## config.mk

```make
export PLATFORM = sky130hd
export DESIGN_NAME = serial_to_parallel_flat
export DESIGN_NICKNAME = d
export VERILOG_FILES = /design/src/rtl/serial_to_parallel_if.sv /design/src/rtl/serial_to_parallel.sv /design/src/flat_wrapper.sv
export SDC_FILE = /design/constraint.sdc
export NUM_CORES = 1
export LEC_CHECK = 0
export ABC_AREA = 1
export BUFFER_PORTS_ARGS = -buffer_cell sky130_fd_sc_hd__buf_2
export CAP_MARGIN = 40
export CORE_MARGIN = 4
export CORE_UTILIZATION = 45
export DETAILED_ROUTE_END_ITERATION = 12
export PLACE_DENSITY = 0.72
export SYNTH_ARGS = -nofsm -noshare
export SYNTH_HDL_FRONTEND = slang
export SYNTH_SLANG_ARGS = --single-unit
```

## constraint.sdc

```tcl
create_clock -name clk -period 1.5 [get_ports clk]
set_clock_uncertainty 0.05 [all_clocks]
set_input_delay 0.3 -clock clk [delete_from_list [all_inputs] [get_ports clk]]
set_output_delay 0.3 -clock clk [all_outputs]
set_load 0.1 [all_outputs]
```

## src/rtl/serial_to_parallel_if.sv

```systemverilog
// Bundle of the serial-link input side and the parallel valid/ready output
// side of the serial_to_parallel receiver, plus its status flags.
interface serial_to_parallel_if #(
  parameter int DATA_LEN = 8
);
  logic                serial_in;
  logic                serial_valid;
  logic                frame_start;
  logic [DATA_LEN-1:0] parallel_out;
  logic                out_valid;
  logic                out_ready;
  logic                busy;
  logic                frame_err;
  logic                overrun;

  // Producer of serial bits and consumer of parallel words
  modport master (
    output serial_in,
    output serial_valid,
    output frame_start,
    output out_ready,
    input  parallel_out,
    input  out_valid,
    input  busy,
    input  frame_err,
    input  overrun
  );

  // The receiver itself
  modport slave (
    input  serial_in,
    input  serial_valid,
    input  frame_start,
    input  out_ready,
    output parallel_out,
    output out_valid,
    output busy,
    output frame_err,
    output overrun
  );
endinterface

```

## src/rtl/serial_to_parallel.sv

```systemverilog
// Serial-to-parallel receiver: collects LSB-first frames of DATA_LEN bits,
// presents each completed word on a valid/ready port, and flags mid-frame
// resyncs (frame_err pulse) and dropped words (sticky overrun).
module serial_to_parallel #(
  parameter int DATA_LEN = 8
) (
  input logic                clk,
  input logic                rst,
  serial_to_parallel_if.slave bus
);

  localparam int CW = $clog2(DATA_LEN);
  localparam logic [CW-1:0] LAST_CNT = CW'(DATA_LEN - 1);

  localparam logic [0:0] ST_IDLE  = 1'b0;
  localparam logic [0:0] ST_SHIFT = 1'b1;

  // Only DATA_LEN-1 bits are ever held: the final bit of a frame is taken
  // straight from serial_in when the word is assembled.
  logic [0:0]          state;
  logic [DATA_LEN-2:0] shreg;
  logic [CW-1:0]       bit_cnt;

  logic [DATA_LEN-1:0] shifted;
  logic [DATA_LEN-2:0] fresh;
  logic                start_bit;
  logic                resync;
  logic                word_done;

  logic [DATA_LEN-1:0] out_word;
  logic                out_valid_r;
  logic                frame_err_r;
  logic                overrun_r;

  // Decode this cycle's bit: shifted view, new-frame seed, and completion
  always_comb begin
    shifted   = {bus.serial_in, shreg};
    fresh     = '0;
    fresh[DATA_LEN-2] = bus.serial_in;
    start_bit = bus.serial_valid && bus.frame_start;
    resync    = start_bit && (state == ST_SHIFT);
    word_done = bus.serial_valid && !bus.frame_start &&
                (state == ST_SHIFT) && (bit_cnt == LAST_CNT);
  end

  // Frame assembly FSM: shift register, bit counter and resync pulse
  always_ff @(posedge clk) begin
    if (rst) begin
      state       <= ST_IDLE;
      shreg       <= '0;
      bit_cnt     <= '0;
      frame_err_r <= 1'b0;
    end else begin
      frame_err_r <= resync;
      if (start_bit) begin
        shreg   <= fresh;
        bit_cnt <= CW'(1);
        state   <= ST_SHIFT;
      end else if (bus.serial_valid && (state == ST_SHIFT)) begin
        shreg <= shifted[DATA_LEN-1:1];
        if (word_done) begin
          bit_cnt <= '0;
          state   <= ST_IDLE;
        end else begin
          bit_cnt <= bit_cnt + CW'(1);
        end
      end
    end
  end

  // Output holding register with valid/ready handshake and overrun tracking
  always_ff @(posedge clk) begin
    if (rst) begin
      out_word    <= '0;
      out_valid_r <= 1'b0;
      overrun_r   <= 1'b0;
    end else if (word_done) begin
      if (!out_valid_r || bus.out_ready) begin
        out_word    <= shifted;
        out_valid_r <= 1'b1;
      end else begin
        overrun_r <= 1'b1;
      end
    end else if (out_valid_r && bus.out_ready) begin
      out_valid_r <= 1'b0;
    end
  end

  assign bus.parallel_out = out_word;
  assign bus.out_valid    = out_valid_r;
  assign bus.busy         = (state == ST_SHIFT);
  assign bus.frame_err    = frame_err_r;
  assign bus.overrun      = overrun_r;

endmodule

```

## src/flat_wrapper.sv

```systemverilog
// flat-port wrapper written by rule: the top's interface ports become plain ports
module serial_to_parallel_flat 
#(
  parameter int DATA_LEN = 8
)
  (clk, rst, bus_serial_in, bus_serial_valid, bus_frame_start, bus_out_ready, bus_parallel_out, bus_out_valid, bus_busy, bus_frame_err, bus_overrun);
  serial_to_parallel_if #(.DATA_LEN(DATA_LEN)) bus_i ();
  input logic clk;
  input logic rst;
  input wire logic [$bits(bus_i.serial_in)-1:0] bus_serial_in;
  input wire logic [$bits(bus_i.serial_valid)-1:0] bus_serial_valid;
  input wire logic [$bits(bus_i.frame_start)-1:0] bus_frame_start;
  input wire logic [$bits(bus_i.out_ready)-1:0] bus_out_ready;
  output wire logic [$bits(bus_i.parallel_out)-1:0] bus_parallel_out;
  output wire logic [$bits(bus_i.out_valid)-1:0] bus_out_valid;
  output wire logic [$bits(bus_i.busy)-1:0] bus_busy;
  output wire logic [$bits(bus_i.frame_err)-1:0] bus_frame_err;
  output wire logic [$bits(bus_i.overrun)-1:0] bus_overrun;
  assign bus_i.serial_in = bus_serial_in;
  assign bus_i.serial_valid = bus_serial_valid;
  assign bus_i.frame_start = bus_frame_start;
  assign bus_i.out_ready = bus_out_ready;
  assign bus_parallel_out = bus_i.parallel_out;
  assign bus_out_valid = bus_i.out_valid;
  assign bus_busy = bus_i.busy;
  assign bus_frame_err = bus_i.frame_err;
  assign bus_overrun = bus_i.overrun;
  serial_to_parallel #(.DATA_LEN(DATA_LEN)) u_core (.clk(clk), .rst(rst), .bus(bus_i));
endmodule
```

==> summary.txt, run 1 <==
Synthesis
  • Syn_area_per_cell: 7.65 um2
  • Top-count cell post-synth: inv_1
  • Top area cells in the synthesized netlist: dfxtp_1, inv_1, nand2_1, a211oi_2, nor2_1
  • Share of synthesized area occupied by flip-flops and latches: 44.6%
  • Post-Syn Nets: 137
  • Fraction of post-synthesis cell area in the top cell type by area: 44.6%
  • Yosys synthesis warning count: 0
  • Count of flip-flops with a built-in enable after synthesis: 0
  • Count of state elements after synthesis: 22
  • Post-Synthesis Cells: 129
  • Post-synth top area cell: dfxtp_1
  • Mapped cell area: 987 um2
  • Most numerous cell types in the synthesized netlist: inv_1, nand2_1, dfxtp_1
  • FFs w/ async S/R, synth: 0%
  • Most used flip-flop cell after synthesis: dfxtp_1
  • Number of distinct library cells after synthesis: 18

Timing
  • Slew Viols, Final: 0
  • RSZ-0062 raised after global routing: no
  • Setup-violating endpoint count in the final report: 0
  • Transition at the pin with the smallest max-transition slack: 0.488 ns
  • Final sum of negative setup slack: 0 ns
  • FMAX: 698 MHz
  • Max-Slew Margin vs Limit: 67.7%
  • Crit path setup slack, layout: 0.0675 ns
  • Final hold viol count: 0
  • Worst hold margin: 0.176 ns
  • Period minus WS final: 1.43 ns
  • Part of the cycle the worst path needs: 95.5%

Worst setup path
  • Req. time, crit path: 1.15 ns
  • Worst path bufs/invs: 1
  • Startpoint types: flop
  • Max stage delay cell, worst path: buf_2
  • Kind of critical path: reg2out
  • Logic depth of the worst register-to-register path: 7
  • Critical path fanouts, max: 3
  • Critical path capture point type: output port
  • Top cell family by delay on the critical path: buffers and inverters
  • Number of cells on the critical path: 1
  • CP Cell Sequence: buf_2
  • Crit path largest cell delay: 0.42 ns
  • Arrival time at the worst endpoint: 1.08 ns

Layout
  • Final-stage net count: 158
  • Area Overhead vs Synth: 13.4%
  • Fraction of the core area covered by cells at the end of the flow: 55.4%
  • Ratio of cells with drive above 1 in the final layout: 25.0%
  • Antenna diode count: 0
  • Area of all placed cells without fillers: 0.00112 mm2
  • Final cell count without fillers: 175
  • Fill cells: 204

Die
  • Die outline height: 54.8 um
  • Die footprint: 0.00301 mm2
  • DIE WIDTH: 54.8 um
  • Effective utilization at floorplan: 48.8%
  • Number of top-level pins: 18
  • Floorplan row count: 16
  • Core region area: 0.00202 mm2

GRT
  • Wire length of the first global-routing pass: 2590 um
  • Total Routing Usage GR: 12.4%
  • Largest net degree at the start of global routing: 13
  • Via count of the first global-routing pass: 593
  • Number of antenna violations at the first check in global routing: 0
  • Aggregate global routing overflow: 0

Hold path
  • Hold depth: 2
  • Class of the tightest hold or removal check: in2reg

Placed design
  • Detailed placer's ending HPWL: 1260 um
  • Placed cell area: 0.00108 mm2
  • Placed cell count: 171
  • Final weighted congestion in routability-driven placement: 0.756
  • Number of input and output port buffers inserted: 17
  • Setup Slack @ Placement: 0.127 ns

Routing
  • Post-detailed-route DRC marker count: 0
  • DR vias/cell: 4.49
  • Routed wire length per instance: 9.97 um
  • Drt first pass iters: 4
  • DR iter-0 viols: 11
  • Residual antenna-violating net count after detailed routing: 0
  • Total routed wirelength: 1740 um
  • Total via count in the routed design: 786

CTS
  • Sinks on Clock Net: 22
  • H-tree level count: 1
  • CTS tree: yes
  • Reg clk slew, reported paths: 0.12 ns
  • Clock buffer depth: 2
  • Number of buffers created by CTS: 3
  • Latest clock arrival within the worst-skew pair: 0.30 ns
  • Master cell of the clock root buffer: clkbuf_4

Flow run
  • Total of max-cap violations: 0

Run status
  • Outcome: finished, final reports clean

Power and ir drop
  • Power density normalized to cell area: 858 mW/mm2
  • Maximum VDD drop: 484 uV
  • Power Total: 0.961 mW
  • Static leakage: 0.529 nW
-- kinds of logic (layout without fill, tap and decap cells) --
group           after synthesis  after routing  synth area share (%)
compound gates               15             15                  12.2
buf+inv                      34             52                  15.5
flops                        22             22                  44.6
fa+ha+maj                     2              2                  2.53
simple gates                 56             57                  25.2
-- final cells by class --
class	count	area [um2]	share of cell area, %
inverters	31	116	10.4
clock buffers	3	22.5	2.01
well taps	27	33.8	3.02
repair buffers	18	92.6	8.27
flip-flops and latches	22	443	39.6
multi-input cells	74	412	36.8
-- placed cells by master (no fill, tap or decap), drive strengths merged --
cell and n:
nor3 1, buf 18, a211oi 6, ha 2
nand2 27, o21ai 2, nand3b 2, clkbuf 3
nor2 16, dfxtp 22, nand3 11, inv 31
a21oi 7
-- registers in the layout, indices dropped and copies added, names as in the netlist --
register,count
u_core.bus.overrun,1
u_core.shreg,7
u_core.bit_cnt,3
u_core.bus.parallel_out,8
u_core.bus.out_valid,1
u_core.bus.frame_err,1
u_core.bus.busy,1
-- power breakdown --
part | switching [mW] | internal (mW)
clock network | 0.171 | 0.0936
registers | 0.00727 | 0.598
logic | 0.0643 | 0.0270
total | 0.243 | 0.718
-- per-layer routing --
| layer | track usage [%] | share of wire [%] | up-vias |
|---|---|---|---|
| met3 | 2.45 | 3.3 | 4 |
| met4 | 7.47 | 2.3 | 0 |
| met1 | 17.2 | 49 | 341 |
| met2 | 17.1 | 45 | 9 |
| met5 | 0 | 0 | - |
| li1 | - | - | 432 |
-- timing repair --
action / CTS / global route
endpoints found under the setup margin: 0 / 8
hold buffers: 0 / 0
gates resized for setup: 0 / 3
setup buffers: 0 / 0
-- worst paths after layout --
path	start	end	slack, ns
worst min register to register	u_core.bus.overrun	u_core.bus.overrun	0.40
worst min-delay path	rst	u_core.bus.overrun	0.18
worst max-delay path	u_core.bus.busy	bus_busy	0.07
worst max register to register	u_core.bit_cnt[0]	u_core.bus.parallel_out[3]	0.14
No activity file was read; power rests on OpenSTA's default activity.
==> run 2, diff against run 1 <==
--- a/config.mk
+++ b/config.mk
@@ -12,6 +12,7 @@
 export CORE_UTILIZATION = 45
 export DETAILED_ROUTE_END_ITERATION = 12
 export PLACE_DENSITY = 0.72
+export REMOVE_ABC_BUFFERS = 1
 export SYNTH_ARGS = -nofsm -noshare
 export SYNTH_HDL_FRONTEND = slang
 export SYNTH_SLANG_ARGS = --single-unit
==> run 2 against run 1 <==
Compared with the run above:
- maximum frequency up 0.20%
- worst setup slack better by 0.0029 ns
- first-iteration DRC count up 36%
- combinational power down 0.4%
- critical path depth unchanged
- register-to-register slack better by 0.02 ns
- wire length down 1.9%
- largest cell class unchanged
- sequential power about the same
- power up 6.0%
- global-route usage up 0.62 points
- via count up 2.2%
==> summary.txt, run 2 (synthesis gave the netlist of run 1 again) <==
Run status
  • Outcome: finished, final reports clean

Hold path
  • Class of the tightest hold or removal check: in2reg
  • Worst hold path startpoint: rst

Die
  • DIE WIDTH: 54.8 um
  • Die footprint: 0.00301 mm2
  • Effective utilization at floorplan: 48.8%
  • Floorplan row count: 16
  • Core region area: 0.00202 mm2
  • Number of top-level pins: 18
  • Die outline height: 54.8 um

CTS
  • Reg clk slew, reported paths: 0.12 ns
  • Sinks on Clock Net: 22
  • Latest clock arrival within the worst-skew pair: 0.30 ns
  • Number of buffers created by CTS: 3
  • Clock buffer depth: 2
  • CTS tree: yes
  • H-tree level count: 1
  • Master cell of the clock root buffer: clkbuf_4
  • Cts-stage hold buffer count: 0

Timing
  • Setup-violating endpoint count in the final report: 0
  • Crit path setup slack, layout: 0.0704 ns
  • Final sum of negative setup slack: 0 ns
  • Part of the cycle the worst path needs: 95.3%
  • FMAX: 699 MHz
  • Transition at the pin with the smallest max-transition slack: 0.488 ns
  • Slew Viols, Final: 0
  • Final hold viol count: 0
  • Worst hold margin: 0.174 ns
  • Period minus WS final: 1.43 ns
  • RSZ-0062 raised after global routing: no
  • Max-Slew Margin vs Limit: 67.7%

Routing
  • Drt first pass iters: 2
  • Routed wire length per instance: 9.72 um
  • Residual antenna-violating net count after detailed routing: 0
  • DR vias/cell: 4.56
  • Total routed wirelength: 1710 um
  • Post-detailed-route DRC marker count: 0
  • Total via count in the routed design: 803
  • DR iter-0 viols: 15

Layout
  • Leading cell type in the layout, fill and taps excluded: inv_1
  • Ratio of cells with drive above 1 in the final layout: 24.2%
  • Final-stage net count: 158
  • Area of all placed cells without fillers: 0.00112 mm2
  • Antenna diode count: 0
  • Commonest cells after routing, fill and taps aside: inv_1, nand2_1, dfxtp_1, buf_2, nor2_1
  • Largest register FFs: 8
  • Area Overhead vs Synth: 13.9%
  • Fraction of the core area covered by cells at the end of the flow: 55.6%
  • Fill cells: 192

GRT
  • Number of antenna violations at the first check in global routing: 0
  • Via count of the first global-routing pass: 710
  • Total Routing Usage GR: 13.0%
  • Largest net degree at the start of global routing: 13
  • Aggregate global routing overflow: 0
  • Wire length of the first global-routing pass: 2800 um

Worst setup path
  • Startpoint types: flop
  • Arrival time at the worst endpoint: 1.08 ns
  • Startpoint of the worst-slack reg-to-reg timing path: u_core.bit_cnt[0]
  • Worst path bufs/invs: 1
  • Max stage delay cell, worst path: buf_2
  • Crit path largest cell delay: 0.43 ns
  • Beginning of the critical path: u_core.bus.overrun
  • Critical path fanouts, max: 2
  • Top cell family by delay on the critical path: buffers and inverters
  • Kind of critical path: reg2out
  • Req. time, crit path: 1.15 ns
  • Critical path capture point type: output port
  • CP Cell Sequence: buf_2

Placed design
  • Detailed placer's ending HPWL: 1310 um
  • Number of input and output port buffers inserted: 17
  • Setup Slack @ Placement: 0.108 ns
  • Placed cell area: 0.00108 mm2
  • Final weighted congestion in routability-driven placement: 0.777

Power and ir drop
  • Maximum VDD drop: 491 uV
  • Power density normalized to cell area: 906 mW/mm2
  • Static leakage: 0.535 nW

Flow run
  • Total of max-cap violations: 0
## run 2: where the power goes
| part | internal (mW) | switching, mW | total (mW) | leakage, nW |
|---|---|---|---|---|
| logic | 0.0277 | 0.0632 | 0.0909 | 0.335 |
| clock network | 0.148 | 0.175 | 0.323 | 0.0210 |
| registers | 0.598 | 0.00726 | 0.605 | 0.179 |
## run 2: final timing paths
| kind | cells past startpoint | slack (ns) | to |
|---|---|---|---|
| max | 1 | 0.07 | bus_overrun |
| min | 2 | 0.17 | u_core.bit_cnt[0] |
| max reg2reg | 8 | 0.16 | u_core.bus.parallel_out[7] |
| min reg2reg | 2 | 0.42 | u_core.bus.overrun |
## run 2: timing repair
| item | 4_1_cts | 5_1_grt |
|---|---|---|
| endpoints found under the setup margin | 0 | 9 |
| gates resized for setup | 0 | 3 |
| setup buffers | 0 | 0 |
## run 2: cell type report
cell class / instances / area, um2 / share of cell area [%]
flip-flops and latches: 22 / 442 / 39.3
multi-input cells: 74 / 402 / 35.7
inverters: 31 / 116 / 10.3
repair buffers: 18 / 95.1 / 8.45
clock buffers: 4 / 36.3 / 3.23
well taps: 27 / 33.8 / 3.00
## run 2: stage by stage
step                instances  power [mW]
CTS                       175        1.03
global placement          171       0.706
global route              176        1.08
floorplan                 126       0.684
finish                    176        1.02
detailed placement        171       0.708
## run 2: worst register-to-register path, cell delays in order, from the launching register on
cell and delay, ns:
dfxtp_2 0.35, ha_1 0.14, ha_1 0.16, inv_1 0.05, nor2_2 0.13, nand3_1 0.17
nand2_1 0.10, inv_1 0.04, nor2_1 0.09
## run 2: metal layers
layer | vias up | GRT usage [%] | part of all wire, %
met5 | - | 0 | 0
met4 | 0 | 7.47 | 0.70
met3 | 2 | 3.27 | 3.6
met2 | 7 | 21.7 | 50
met1 | 360 | 14.8 | 45
li1 | 434 | - | -
